File: src/rtl/pulse_stretch_pkg.sv
// Shared types and helpers for the pulse stretcher.
package pulse_stretch_pkg;

  // state | meaning
  // IDLE  | no window active, Lo low, waiting for a pulse
  // HOLD  | Lo high, window counter running
  // GAP   | Lo forced low between windows, queued pulses wait here
  typedef enum logic [1:0] {
    IDLE = 2'd0,
    HOLD = 2'd1,
    GAP  = 2'd2
  } ps_state_e;

  // The counter only ever holds interval-1, so it needs clog2 of the longer interval.
  function automatic int cnt_width(input int hold_cycles, input int gap_cycles);
    int longest;
    longest = (hold_cycles > gap_cycles) ? hold_cycles : gap_cycles;
    if (longest <= 1) return 1;
    return $clog2(longest);
  endfunction

endpackage

File: src/rtl/pulse_stretcher_if.sv
// Event-side and indicator-side signals of the pulse stretcher.
interface pulse_stretcher_if #(
  parameter int MAX_PENDING = 3
);
  localparam int PW = $clog2(MAX_PENDING + 1);

  logic          Pi;
  logic          OvfClr;
  logic          Lo;
  logic          Busy;
  logic [PW-1:0] Pending;
  logic          Overflow;

  modport master (
    output Pi,
    output OvfClr,
    input  Lo,
    input  Busy,
    input  Pending,
    input  Overflow
  );

  modport slave (
    input  Pi,
    input  OvfClr,
    output Lo,
    output Busy,
    output Pending,
    output Overflow
  );

endinterface

File: src/rtl/ps_down_counter.sv
// Loadable down counter that parks at zero; times both HOLD and GAP intervals.
module ps_down_counter #(
  parameter int WIDTH = 2
) (
  input  logic             Clk,
  input  logic             ResetN,
  input  logic             Load,
  input  logic [WIDTH-1:0] LoadVal,
  output logic             Zero
);

  logic [WIDTH-1:0] r_count;

  // Load has priority; otherwise count down and stop at zero.
  always_ff @(posedge Clk) begin
    if (!ResetN) begin
      r_count <= '0;
    end else if (Load) begin
      r_count <= LoadVal;
    end else if (r_count != '0) begin
      r_count <= r_count - WIDTH'(1);
    end
  end

  assign Zero = (r_count == '0);

endmodule

File: src/rtl/pulse_stretcher.sv
// Stretches single-cycle event pulses into HOLD-long Lo windows separated by
// forced-low gaps; pulses arriving mid-window are queued or retrigger the window.
module pulse_stretcher
  import pulse_stretch_pkg::*;
#(
  parameter int HOLD_CYCLES = 4,
  parameter int GAP_CYCLES  = 2,
  parameter int MAX_PENDING = 3,
  parameter int RETRIGGER   = 0
) (
  input  logic              Clk,
  input  logic              ResetN,
  pulse_stretcher_if.slave  bus
);

  localparam int CW = cnt_width(HOLD_CYCLES, GAP_CYCLES);
  localparam int PW = $clog2(MAX_PENDING + 1);
  localparam logic [CW-1:0] HOLD_LOAD = CW'(HOLD_CYCLES - 1);
  localparam logic [CW-1:0] GAP_LOAD  = CW'(GAP_CYCLES - 1);
  localparam logic [PW-1:0] PEND_MAX  = PW'(MAX_PENDING);

  if (HOLD_CYCLES < 1) begin : g_bad_hold
    $error("pulse_stretcher: HOLD_CYCLES must be >= 1");
  end
  if (GAP_CYCLES < 1) begin : g_bad_gap
    $error("pulse_stretcher: GAP_CYCLES must be >= 1");
  end
  if (MAX_PENDING < 1) begin : g_bad_pend
    $error("pulse_stretcher: MAX_PENDING must be >= 1");
  end
  if (RETRIGGER != 0 && RETRIGGER != 1) begin : g_bad_retrig
    $error("pulse_stretcher: RETRIGGER must be 0 or 1");
  end

  ps_state_e     r_state;
  logic          r_lo;
  logic          r_busy;
  logic          r_overflow;
  logic [PW-1:0] r_pending;

  logic          w_zero;
  logic          w_load;
  logic [CW-1:0] w_load_val;
  logic          w_retrig;
  logic          w_hold_done;
  logic          w_gap_done;
  logic          w_eff_pending;
  logic          w_inc;
  logic          w_dec;
  logic          w_drop;
  logic          w_start;

  // A retrigger on the last HOLD cycle wins over the HOLD->GAP transition.
  assign w_retrig    = (r_state == HOLD) && bus.Pi && (RETRIGGER != 0);
  assign w_hold_done = (r_state == HOLD) && w_zero && !w_retrig;
  assign w_gap_done  = (r_state == GAP) && w_zero;

  // Counting this cycle's pulse lets a pulse on the last GAP cycle start the
  // next window directly instead of passing through the queue.
  assign w_eff_pending = (r_pending != '0) || bus.Pi;

  assign w_inc  = bus.Pi && (((r_state == HOLD) && (RETRIGGER == 0)) || (r_state == GAP));
  assign w_dec  = w_gap_done && w_eff_pending;
  assign w_drop = w_inc && !w_dec && (r_pending == PEND_MAX);

  assign w_start    = ((r_state == IDLE) && bus.Pi) || w_retrig || w_dec;
  assign w_load     = w_start || w_hold_done;
  assign w_load_val = w_hold_done ? GAP_LOAD : HOLD_LOAD;

  ps_down_counter #(
    .WIDTH (CW)
  ) u_interval_cnt (
    .Clk     (Clk),
    .ResetN  (ResetN),
    .Load    (w_load),
    .LoadVal (w_load_val),
    .Zero    (w_zero)
  );

  // Window sequencing with Lo/Busy registered alongside the state they reflect.
  always_ff @(posedge Clk) begin
    if (!ResetN) begin
      r_state <= IDLE;
      r_lo    <= 1'b0;
      r_busy  <= 1'b0;
    end else begin
      case (r_state)
        IDLE: begin
          if (bus.Pi) begin
            r_state <= HOLD;
            r_lo    <= 1'b1;
            r_busy  <= 1'b1;
          end
        end
        HOLD: begin
          if (w_hold_done) begin
            r_state <= GAP;
            r_lo    <= 1'b0;
            r_busy  <= 1'b1;
          end
        end
        GAP: begin
          if (w_gap_done) begin
            if (w_eff_pending) begin
              r_state <= HOLD;
              r_lo    <= 1'b1;
              r_busy  <= 1'b1;
            end else begin
              r_state <= IDLE;
              r_lo    <= 1'b0;
              r_busy  <= 1'b0;
            end
          end
        end
        default: begin
          r_state <= IDLE;
          r_lo    <= 1'b0;
          r_busy  <= 1'b0;
        end
      endcase
    end
  end

  // Pending queue depth: saturates at MAX_PENDING, simultaneous inc/dec cancel.
  always_ff @(posedge Clk) begin
    if (!ResetN) begin
      r_pending <= '0;
    end else if (w_inc && !w_dec) begin
      if (r_pending != PEND_MAX) begin
        r_pending <= r_pending + PW'(1);
      end
    end else if (w_dec && !w_inc) begin
      r_pending <= r_pending - PW'(1);
    end
  end

  // Sticky drop flag; a drop in the same cycle as a clear keeps it set.
  always_ff @(posedge Clk) begin
    if (!ResetN) begin
      r_overflow <= 1'b0;
    end else if (w_drop) begin
      r_overflow <= 1'b1;
    end else if (bus.OvfClr) begin
      r_overflow <= 1'b0;
    end
  end

  assign bus.Lo       = r_lo;
  assign bus.Busy     = r_busy;
  assign bus.Pending  = r_pending;
  assign bus.Overflow = r_overflow;

endmodule

File: src/flat_wrapper.sv
// flat-port wrapper written by rule: the top's interface ports become plain ports
module pulse_stretcher_flat import pulse_stretch_pkg::*;
#(
  parameter int HOLD_CYCLES = 4,
  parameter int GAP_CYCLES  = 2,
  parameter int MAX_PENDING = 3,
  parameter int RETRIGGER   = 0
)
  (Clk, ResetN, bus_Pi, bus_OvfClr, bus_Lo, bus_Busy, bus_Pending, bus_Overflow);
  pulse_stretcher_if #(.MAX_PENDING(MAX_PENDING)) bus_i ();
  input  logic Clk;
  input  logic ResetN;
  input wire logic [$bits(bus_i.Pi)-1:0] bus_Pi;
  input wire logic [$bits(bus_i.OvfClr)-1:0] bus_OvfClr;
  output wire logic [$bits(bus_i.Lo)-1:0] bus_Lo;
  output wire logic [$bits(bus_i.Busy)-1:0] bus_Busy;
  output wire logic [$bits(bus_i.Pending)-1:0] bus_Pending;
  output wire logic [$bits(bus_i.Overflow)-1:0] bus_Overflow;
  assign bus_i.Pi = bus_Pi;
  assign bus_i.OvfClr = bus_OvfClr;
  assign bus_Lo = bus_i.Lo;
  assign bus_Busy = bus_i.Busy;
  assign bus_Pending = bus_i.Pending;
  assign bus_Overflow = bus_i.Overflow;
  pulse_stretcher #(.HOLD_CYCLES(HOLD_CYCLES), .GAP_CYCLES(GAP_CYCLES), .MAX_PENDING(MAX_PENDING), .RETRIGGER(RETRIGGER)) u_core (.Clk(Clk), .ResetN(ResetN), .bus(bus_i));
endmodule
File: config.mk
export PLATFORM = sky130hd
export DESIGN_NAME = pulse_stretcher_flat
export DESIGN_NICKNAME = d
export VERILOG_FILES = /design/src/rtl/pulse_stretch_pkg.sv /design/src/rtl/pulse_stretcher_if.sv /design/src/rtl/ps_down_counter.sv /design/src/rtl/pulse_stretcher.sv /design/src/flat_wrapper.sv
export SDC_FILE = /design/constraint.sdc
export NUM_CORES = 1
export LEC_CHECK = 0
export ABC_CLOCK_PERIOD_IN_PS = 2130
export CAP_MARGIN = 20
export CORE_MARGIN = 10
export CORE_UTILIZATION = 25
export CTS_BUF_LIST = sky130_fd_sc_hd__clkbuf_16
export DETAILED_ROUTE_END_ITERATION = 7
export PLACE_DENSITY = 0.5
export RECOVER_POWER = 25
export SLEW_MARGIN = 20
export SYNTH_ARGS = -nofsm -noshare
export SYNTH_HDL_FRONTEND = slang
export SYNTH_SLANG_ARGS = --single-unit
File: constraint.sdc
create_clock -name Clk -period 2.13 [get_ports Clk]
set_input_delay 0.426 -clock Clk [delete_from_list [all_inputs] [get_ports Clk]]
set_output_delay 0.426 -clock Clk [all_outputs]
set_load 0.1 [all_outputs]
==> results of run 1 <==
## synth_stat cells
cell,instances,share of area (%)
sky130_fd_sc_hd__a31oi_1,2,2.2
sky130_fd_sc_hd__clkbuf_2,1,0.90
sky130_fd_sc_hd__o21ai_0,5,4.5
sky130_fd_sc_hd__dfxtp_1,9,32
sky130_fd_sc_hd__o32ai_1,1,1.6
sky130_fd_sc_hd__nor2_1,8,5.4
sky130_fd_sc_hd__ha_1,5,11
sky130_fd_sc_hd__nand2_1,5,3.4
sky130_fd_sc_hd__nand4_1,2,2.2
sky130_fd_sc_hd__a21oi_1,9,8.1
sky130_fd_sc_hd__o21bai_1,1,1.3
sky130_fd_sc_hd__xor2_1,1,1.6
sky130_fd_sc_hd__a2111oi_2,1,2.7
sky130_fd_sc_hd__nor3_1,1,0.90
sky130_fd_sc_hd__buf_4,1,1.3
sky130_fd_sc_hd__and2_1,2,2.2
sky130_fd_sc_hd__nand2_2,1,1.1
sky130_fd_sc_hd__o22ai_1,1,1.1
sky130_fd_sc_hd__o2111ai_1,1,1.6
sky130_fd_sc_hd__o21a_1,1,1.3
sky130_fd_sc_hd__inv_1,8,5.4
sky130_fd_sc_hd__a21o_1,2,2.7
sky130_fd_sc_hd__or2b_1,1,1.3
sky130_fd_sc_hd__nand2b_1,2,2.2
sky130_fd_sc_hd__nor2b_1,1,1.1
## sequential cells by signal (all words and copies together), names as in the netlist
signal / count
u_core.bus.Overflow: 1
u_core.bus.Lo: 1
u_core.u_interval_cnt.r_count: 2
u_core.r_state: 2
u_core.bus.Pending: 2
u_core.bus.Busy: 1
## cell families after synthesis
family,count (synthesis),synth area share [%]
AOI/OAI and AO/OA,24,27.2
xor gates and xnor gates,1,1.57
adders and majority gates,5,11.2
buffers and inverters,10,7.64
DFF,9,32.4
and+or+nand+nor,23,20.0
## report_power, final
part / internal [mW] / switching, mW
clock network: 0.246 / 0.0872
registers: 0.218 / 0.0324
logic: 0.151 / 0.345
## final cells by class
| class | instances | area [µm²] | share of cell area [%] |
|---|---|---|---|
| Clock inverter | 1 | 3.75 | 0.523 |
| Tap cell | 28 | 35.0 | 4.88 |
| Multi-Input combinational cell | 53 | 334 | 46.5 |
| Sequential cell | 9 | 180 | 25.1 |
| Clock buffer | 3 | 75.1 | 10.5 |
| Inverter | 8 | 30.0 | 4.18 |
| Timing Repair Buffer | 8 | 60.1 | 8.36 |
## metrics by stage
step                      cells  area (µm²)  hold slack [ns]  utilization [%]
after floorplan              72         557            0.482                -
after global placement      106         647            0.462             29.8
after detailed placement    106         647            0.471             29.8
after CTS                   110         726            0.476             33.4
after global routing        110         718            0.499             33.1
final                       110         718            0.468             33.1
## per-layer routing
layer / up-vias / share of wire [%] / wire length (µm)
li1: 268 / - / -
met1: 219 / 49 / 567
met2: 8 / 41 / 481
met3: 5 / 4.4 / 51
met4: 0 / 5.2 / 61
met5: - / 0 / 0
## how the worst max path moves through the flow
stage                            endpoint  cells past startpoint  slack, ns
floorplan           u_core.bus.Pending[0]                      5       0.22
global placement    u_core.bus.Pending[0]                      5       0.32
detailed placement  u_core.bus.Pending[0]                      5       0.33
CTS                 u_core.bus.Pending[0]                      6       0.53
global route        u_core.bus.Pending[0]                      6       0.42
finish              u_core.bus.Pending[0]                      6       0.53
## worst max-delay path, cell delays in order (launching register included)
cell and delay (ns):
sky130_fd_sc_hd__dfxtp_1 0.38, sky130_fd_sc_hd__inv_1 0.09, sky130_fd_sc_hd__ha_1 0.31, sky130_fd_sc_hd__and2_1 0.17, sky130_fd_sc_hd__a31oi_1 0.17, sky130_fd_sc_hd__nor2_1 0.07, sky130_fd_sc_hd__a2111oi_2 0.31
==> report_table.html, run 1 <==
<table>
<tr><th>Metric</th><th>Value</th></tr>
<tr><th colspan="2">Outcome</th></tr>
<tr><td>Outcome</td><td>completed</td></tr>
<tr><th colspan="2">Layout</th></tr>
<tr><td>FILL cells</td><td>241</td></tr>
<tr><td>Nets@finish</td><td>92</td></tr>
<tr><td>Layout overhead on the synthesized area</td><td>29.0%</td></tr>
<tr><td>Highest-count cells in the layout ignoring fill and taps</td><td>sky130_fd_sc_hd__inv_1, sky130_fd_sc_hd__a21oi_1, sky130_fd_sc_hd__dfxtp_1</td></tr>
<tr><td>Share of cells above drive strength 1</td><td>approximately an eighth</td></tr>
<tr><td># diodes</td><td>0</td></tr>
<tr><th colspan="2">CTS</th></tr>
<tr><td>Count of instances resized after the clock tree is built</td><td>0</td></tr>
<tr><td>Post-CTS setup buffers</td><td>0</td></tr>
<tr><td>H-tree depth</td><td>1</td></tr>
<tr><td>Maximum root-to-sink buffer count</td><td>2</td></tr>
<tr><td>Clk Latency, worst-skew pair</td><td>around 0.24 ns</td></tr>
<tr><td>Clock Pin Slew Worst Setup and Hold Paths</td><td>roughly 0.040 ns</td></tr>
<tr><td>TritonCTS clock tree</td><td>built</td></tr>
<tr><td>Root Buffer Master</td><td>sky130_fd_sc_hd__clkbuf_16</td></tr>
<tr><td>Number of sinks driven by the clock tree</td><td>9</td></tr>
<tr><td>Cts-stage hold buffer count</td><td>0</td></tr>
<tr><td>CTS Buf Count</td><td>3</td></tr>
<tr><th colspan="2">Pwr</th></tr>
<tr><td>Peak VDD IR</td><td>0.000708 V</td></tr>
<tr><td>Lkg Pwr</td><td>approximately 0.31 nW</td></tr>
<tr><td>Cell Pwr Density</td><td>1500 mW/mm²</td></tr>
<tr><td>Total power after layout</td><td>1.08 mW</td></tr>
<tr><th colspan="2">Floorplan</th></tr>
<tr><td>Total I/O pin count</td><td>9</td></tr>
<tr><td>Starting density of the core</td><td>approximately a quarter</td></tr>
<tr><td>Core area</td><td>between 0.002 and 0.0025 mm²</td></tr>
<tr><td>Die extent in x</td><td>around 67 µm</td></tr>
<tr><td>Number of rows in the core area</td><td>17</td></tr>
<tr><td>Y dimension of the die</td><td>67.2 µm</td></tr>
<tr><td>Area of the die</td><td>around 0.0045 mm²</td></tr>
<tr><th colspan="2">STA</th></tr>
<tr><td>Final period util</td><td>roughly three quarters</td></tr>
<tr><td>Final-report hold violation count</td><td>0</td></tr>
<tr><td>Relative slew margins</td><td>approximately 64%</td></tr>
<tr><td>Aggregate negative setup slack</td><td>0 ns</td></tr>
<tr><td>Final period demand of the worst path</td><td>1.60 ns</td></tr>
<tr><td>Max Clock Skew</td><td>0.000775 ns</td></tr>
<tr><td>Maximum clock frequency</td><td>between 0.6 and 0.7 GHz</td></tr>
<tr><td>Worst Max-Slew Pin Slew</td><td>0.543 ns</td></tr>
<tr><td>Setup violation total in the final timing report</td><td>0</td></tr>
<tr><td>Final setup margin</td><td>0.533 ns</td></tr>
<tr><td>Final slew viol count</td><td>0</td></tr>
<tr><td>RSZ-0062 raised after global routing</td><td>false</td></tr>
<tr><th colspan="2">Global route</th></tr>
<tr><td>Initial antenna violation count</td><td>0</td></tr>
<tr><td>GRT Residual Overflow</td><td>0</td></tr>
<tr><td>Grt met1 use</td><td>~7%</td></tr>
<tr><td>Grt peak-use layer</td><td>met2</td></tr>
<tr><td>Met3 Use GR</td><td>2.98%</td></tr>
<tr><td>Global-route wire length before repair</td><td>2020 µm</td></tr>
<tr><td>Total global routing track utilization</td><td>under 10%</td></tr>
<tr><td>Met2 Resource Use GR</td><td>approximately 7.9%</td></tr>
<tr><td>Vias in the first global route</td><td>around 450</td></tr>
<tr><td>Maximum number of pins on one net before global-route repair</td><td>11</td></tr>
<tr><th colspan="2">Drt</th></tr>
<tr><td>Initial drt markers</td><td>17</td></tr>
<tr><td>Detailed-router iteration count before antenna repair</td><td>4</td></tr>
<tr><td>Routed wire per std cell</td><td>10.6 µm</td></tr>
<tr><td>Via density per instance</td><td>roughly 4.5</td></tr>
<tr><td>Total vias in the final route</td><td>500</td></tr>
<tr><td>DRC violation count after routing</td><td>0</td></tr>
<tr><td>Total Routed Length</td><td>~1200 µm</td></tr>
<tr><td>Final antenna-violating net count</td><td>0</td></tr>
<tr><th colspan="2">Min path</th></tr>
<tr><td>Sink of the worst hold path</td><td>u_core.bus.Overflow</td></tr>
<tr><td>Worst hold path depth</td><td>2</td></tr>
<tr><td>Min-Delay Path Class</td><td>reg -&gt; reg</td></tr>
<tr><td>Launch instance of the worst min-delay path</td><td>u_core.bus.Overflow</td></tr>
<tr><th colspan="2">Setup path</th></tr>
<tr><td>Crit path capture type</td><td>flip-flop</td></tr>
<tr><td>Endpoint required time on the critical path</td><td>2.27 ns</td></tr>
<tr><td>Type of origin of the critical path</td><td>flip-flop</td></tr>
<tr><td>Data arrival time of the critical path</td><td>between 1.5 and 2 ns</td></tr>
<tr><td>Launching point of the worst reg2reg path</td><td>u_core.r_state[1]</td></tr>
<tr><td>Reg2Reg Capture Point</td><td>u_core.bus.Pending[0]</td></tr>
<tr><td>FF-to-FF path depth</td><td>6</td></tr>
<tr><td>Critical setup path kind</td><td>reg -&gt; reg</td></tr>
<tr><td>Crit Path Max Fanout</td><td>4</td></tr>
<tr><td>Worst Setup SP</td><td>u_core.r_state[1]</td></tr>
<tr><td>Worst reg2reg setup slack</td><td>about 0.53 ns</td></tr>
<tr><th colspan="2">Synth</th></tr>
<tr><td>Flip-flop and latch count after synthesis</td><td>9</td></tr>
<tr><td>Gate count after technology mapping</td><td>a little over 70</td></tr>
<tr><td>Syn_nets</td><td>81</td></tr>
<tr><td>Count of cell types in the netlist</td><td>25</td></tr>
<tr><td>Synth Area per Inst</td><td>between 7 and 8 µm²</td></tr>
<tr><td>Yosys synthesis warning count</td><td>0</td></tr>
<tr><td>Share of the yosys chip area belonging to registers</td><td>between 30% and 40%</td></tr>
<tr><td>Cell area after technology mapping</td><td>around 560 µm²</td></tr>
<tr><th colspan="2">Run</th></tr>
<tr><td>Max-capacitance violation count</td><td>0</td></tr>
<tr><th colspan="2">Place</th></tr>
<tr><td>Worst slack after detailed placement</td><td>~0.33 ns</td></tr>
<tr><td>Final weighted congestion of routability-driven global placement</td><td>between 0.7 and 0.8</td></tr>
<tr><td>Post-detailed-placement half-perimeter wirelength</td><td>slightly below 900 µm</td></tr>
<tr><td>Number of input and output port buffers inserted</td><td>8</td></tr>
</table>
(Power assumes the default switching activity.)
==> run 2: changes to the inputs <==
ABC_CLOCK_PERIOD_IN_PS = 1650   (was 2130)
clock period = 1.65 ns   (was 2.13 ns; I/O delays follow)
==> run 2 against run 1 <==
  * Hold slack got worse by 0.00050 ns
  * Flip-flop and latch count did not move
  * Worst setup slack got worse by 0.38 ns
  * Die area did not move
==> report_table.html, run 2 (same netlist as run 1, synthesis figures left out) <==
<table>
<tr><th>Metric</th><th>Value</th></tr>
<tr><th colspan="2">Outcome</th></tr>
<tr><td>Outcome</td><td>completed (unchanged)</td></tr>
<tr><th colspan="2">Drt</th></tr>
<tr><td>Initial drt markers</td><td>8 (was 17)</td></tr>
<tr><td>Final antenna-violating net count</td><td>0 (unchanged)</td></tr>
<tr><td>Detailed-router iteration count before antenna repair</td><td>4 (unchanged)</td></tr>
<tr><td>DRC violation count after routing</td><td>0 (unchanged)</td></tr>
<tr><td>Routed wire per std cell</td><td>10.9 µm (was 10.6 µm)</td></tr>
<tr><td>Via density per instance</td><td>4.53 (was 4.55)</td></tr>
<tr><td>Total Routed Length</td><td>1250 µm (was 1160 µm)</td></tr>
<tr><td>Total vias in the final route</td><td>521 (was 500)</td></tr>
<tr><th colspan="2">Place</th></tr>
<tr><td>Number of input and output port buffers inserted</td><td>8 (unchanged)</td></tr>
<tr><td>Final weighted congestion of routability-driven global placement</td><td>0.739 (was 0.786)</td></tr>
<tr><td>Post-detailed-placement half-perimeter wirelength</td><td>976 µm (was 894 µm)</td></tr>
<tr><td>Dpl cells</td><td>111 (was 106)</td></tr>
<tr><th colspan="2">Setup path</th></tr>
<tr><td>Endpoint required time on the critical path</td><td>1.78 ns (was 2.27 ns)</td></tr>
<tr><td>Crit path capture type</td><td>flip-flop (unchanged)</td></tr>
<tr><td>Crit Path Max Fanout</td><td>4 (unchanged)</td></tr>
<tr><td>Type of origin of the critical path</td><td>flip-flop (unchanged)</td></tr>
<tr><td>Critical setup path kind</td><td>reg -&gt; reg (unchanged)</td></tr>
<tr><td>Worst path max stage delay</td><td>0.33 ns (was 0.38 ns)</td></tr>
<tr><td>Slowest stage cell on the critical path</td><td>sky130_fd_sc_hd__dfxtp_2 (was sky130_fd_sc_hd__dfxtp_1)</td></tr>
<tr><td>Cell chain of the critical path</td><td>inv_1, ha_4, and2_1, a31oi_1, nor2_1, a2111oi_2 (was inv_1, ha_1, and2_1, a31oi_1, nor2_1, a2111oi_2)</td></tr>
<tr><td>Worst Setup SP</td><td>u_core.r_state[1] (unchanged)</td></tr>
<tr><td>Launching point of the worst reg2reg path</td><td>u_core.r_state[1] (unchanged)</td></tr>
<tr><td>Data arrival time of the critical path</td><td>1.63 ns (was 1.73 ns)</td></tr>
<tr><th colspan="2">STA</th></tr>
<tr><td>Worst hold-check slack</td><td>0.468 ns (about the same)</td></tr>
<tr><td>Final-report hold violation count</td><td>0 (unchanged)</td></tr>
<tr><td>Worst Max-Slew Pin Slew</td><td>0.544 ns (was 0.543 ns)</td></tr>
<tr><td>Max Clock Skew</td><td>0.00258 ns (was 0.000775 ns)</td></tr>
<tr><td>Relative slew margins</td><td>63.9% (was 64.0%)</td></tr>
<tr><td>Setup violation total in the final timing report</td><td>0 (unchanged)</td></tr>
<tr><td>RSZ-0062 raised after global routing</td><td>false (unchanged)</td></tr>
<tr><td>Final slew viol count</td><td>0 (unchanged)</td></tr>
<tr><td>Maximum clock frequency</td><td>0.668 GHz (was 0.626 GHz)</td></tr>
<tr><td>Final period util</td><td>90.7% (was 75.0%)</td></tr>
<tr><td>Final period demand of the worst path</td><td>1.50 ns (was 1.60 ns)</td></tr>
<tr><th colspan="2">Global route</th></tr>
<tr><td>Global-route wire length before repair</td><td>2150 µm (was 2020 µm)</td></tr>
<tr><td>Vias in the first global route</td><td>500 (was 449)</td></tr>
<tr><td>GRT Residual Overflow</td><td>0 (unchanged)</td></tr>
<tr><td>Maximum number of pins on one net before global-route repair</td><td>9 (was 11)</td></tr>
<tr><td>Initial antenna violation count</td><td>0 (unchanged)</td></tr>
<tr><td>Total global routing track utilization</td><td>6.19% (was 6.29%)</td></tr>
<tr><th colspan="2">Layout</th></tr>
<tr><td>Layout overhead on the synthesized area</td><td>43.6% (was 29.0%)</td></tr>
<tr><td># diodes</td><td>0 (unchanged)</td></tr>
<tr><td>Cell Count, Final, Fillers Out</td><td>115 (was 110)</td></tr>
<tr><td>Nets@finish</td><td>97 (was 92)</td></tr>
<tr><td>Share of cells above drive strength 1</td><td>23.0% (was 12.2%)</td></tr>
<tr><td>Highest-count cells in the layout ignoring fill and taps</td><td>sky130_fd_sc_hd__inv_1, sky130_fd_sc_hd__a21oi_1, sky130_fd_sc_hd__nor2_1 (was sky130_fd_sc_hd__inv_1, sky130_fd_sc_hd__a21oi_1, sky130_fd_sc_hd__dfxtp_1)</td></tr>
<tr><th colspan="2">Floorplan</th></tr>
<tr><td>Area of the die</td><td>0.00451 mm² (unchanged)</td></tr>
<tr><td>Total I/O pin count</td><td>9 (unchanged)</td></tr>
<tr><td>Number of rows in the core area</td><td>17 (unchanged)</td></tr>
<tr><td>Starting density of the core</td><td>25.7% (unchanged)</td></tr>
<tr><td>Y dimension of the die</td><td>67.2 µm (unchanged)</td></tr>
<tr><td>Die extent in x</td><td>67.2 µm (unchanged)</td></tr>
<tr><td>Core area</td><td>0.00217 mm² (unchanged)</td></tr>
<tr><th colspan="2">CTS</th></tr>
<tr><td>Root Buffer Master</td><td>sky130_fd_sc_hd__clkbuf_16 (unchanged)</td></tr>
<tr><td>H-tree depth</td><td>1 (unchanged)</td></tr>
<tr><td>Clock Pin Slew Worst Setup and Hold Paths</td><td>0.04 ns (about the same)</td></tr>
<tr><td>Number of sinks driven by the clock tree</td><td>9 (unchanged)</td></tr>
<tr><td>Clk Latency, worst-skew pair</td><td>0.24 ns (about the same)</td></tr>
<tr><td>Maximum root-to-sink buffer count</td><td>2 (unchanged)</td></tr>
<tr><td>Post-CTS setup buffers</td><td>0 (unchanged)</td></tr>
<tr><td>CTS Buf Count</td><td>3 (unchanged)</td></tr>
<tr><td>Count of instances resized after the clock tree is built</td><td>0 (unchanged)</td></tr>
<tr><td>Cts-stage hold buffer count</td><td>0 (unchanged)</td></tr>
<tr><td>TritonCTS clock tree</td><td>built (unchanged)</td></tr>
<tr><th colspan="2">Pwr</th></tr>
<tr><td>Cell Pwr Density</td><td>1880 mW/mm² (was 1500 mW/mm²)</td></tr>
<tr><td>Peak VDD IR</td><td>0.000915 V (was 0.000708 V)</td></tr>
<tr><td>Lkg Pwr</td><td>0.340 nW (was 0.308 nW)</td></tr>
<tr><th colspan="2">Min path</th></tr>
<tr><td>Min-Delay Path Class</td><td>reg -&gt; reg (unchanged)</td></tr>
<tr><td>Launch instance of the worst min-delay path</td><td>u_core.bus.Overflow (unchanged)</td></tr>
<tr><th colspan="2">Run</th></tr>
<tr><td>Max-capacitance violation count</td><td>0 (unchanged)</td></tr>
</table>
run 2: changes by cell type in the layout (fill, tap and decap cells not counted), sizes merged:
cell  previous run  this run
buf              2         7
run 2: final timing paths:
kind                      endpoint  slack [ns]  cells past startpoint
max          u_core.bus.Pending[0]        0.15                      6
min            u_core.bus.Overflow        0.47                      2
max reg2reg  u_core.bus.Pending[0]        0.15                      6
min reg2reg    u_core.bus.Overflow        0.47                      2
run 2: report_power, final:
part           switching (mW)  total (mW)  internal, mW
sequential             0.0417       0.325         0.284
combinational           0.472       0.750         0.278
clock                   0.109       0.425         0.317
total                   0.623        1.50         0.879
run 2: layer usage:
layer / routed length [µm] / global-route usage [%] / part of all wire, % / vias to the layer above
met3: 38 / 1.82 / 3.0 / 2
met2: 567 / 8.53 / 45 / 7
met5: 0 / 0 / 0 / -
met4: 25 / 4.62 / 2.0 / 0
met1: 621 / 7.90 / 50 / 234
li1: - / - / - / 278
run 2: worst max-delay path: cells and delay by family (launching register included):
family	cells	cell delay, ns
compound gates	2	0.48
flops	1	0.33
simple gates	2	0.22
fa+ha+maj	1	0.23
buf+inv	1	0.13
run 2: area by class of cell:
type / instances / area [µm²]
repair buffers: 13 / 123
flip-flops and latches: 9 / 184
clock inverters: 1 / 3.75
fillers: 224 / 1370
clock buffers: 3 / 75.1
inverters: 8 / 30.0
well taps: 28 / 35.0
multi-input cells: 53 / 349
run 2: stage by stage:
stage / power [mW] / worst slack, ns / setup TNS (ns) / cell area [µm²] / util [%]
floorplan: 0.873 / 0.0915 / 0 / 559 / -
global placement: 1.13 / -0.0352 / -0.0352 / 749 / 34.5
detailed placement: 1.13 / -0.0492 / -0.0492 / 749 / 34.5
CTS: 1.57 / 0.0281 / 0 / 828 / 38.2
global route: 1.61 / 0.0426 / 0 / 800 / 36.9
finish: 1.50 / 0.154 / 0 / 800 / 36.9
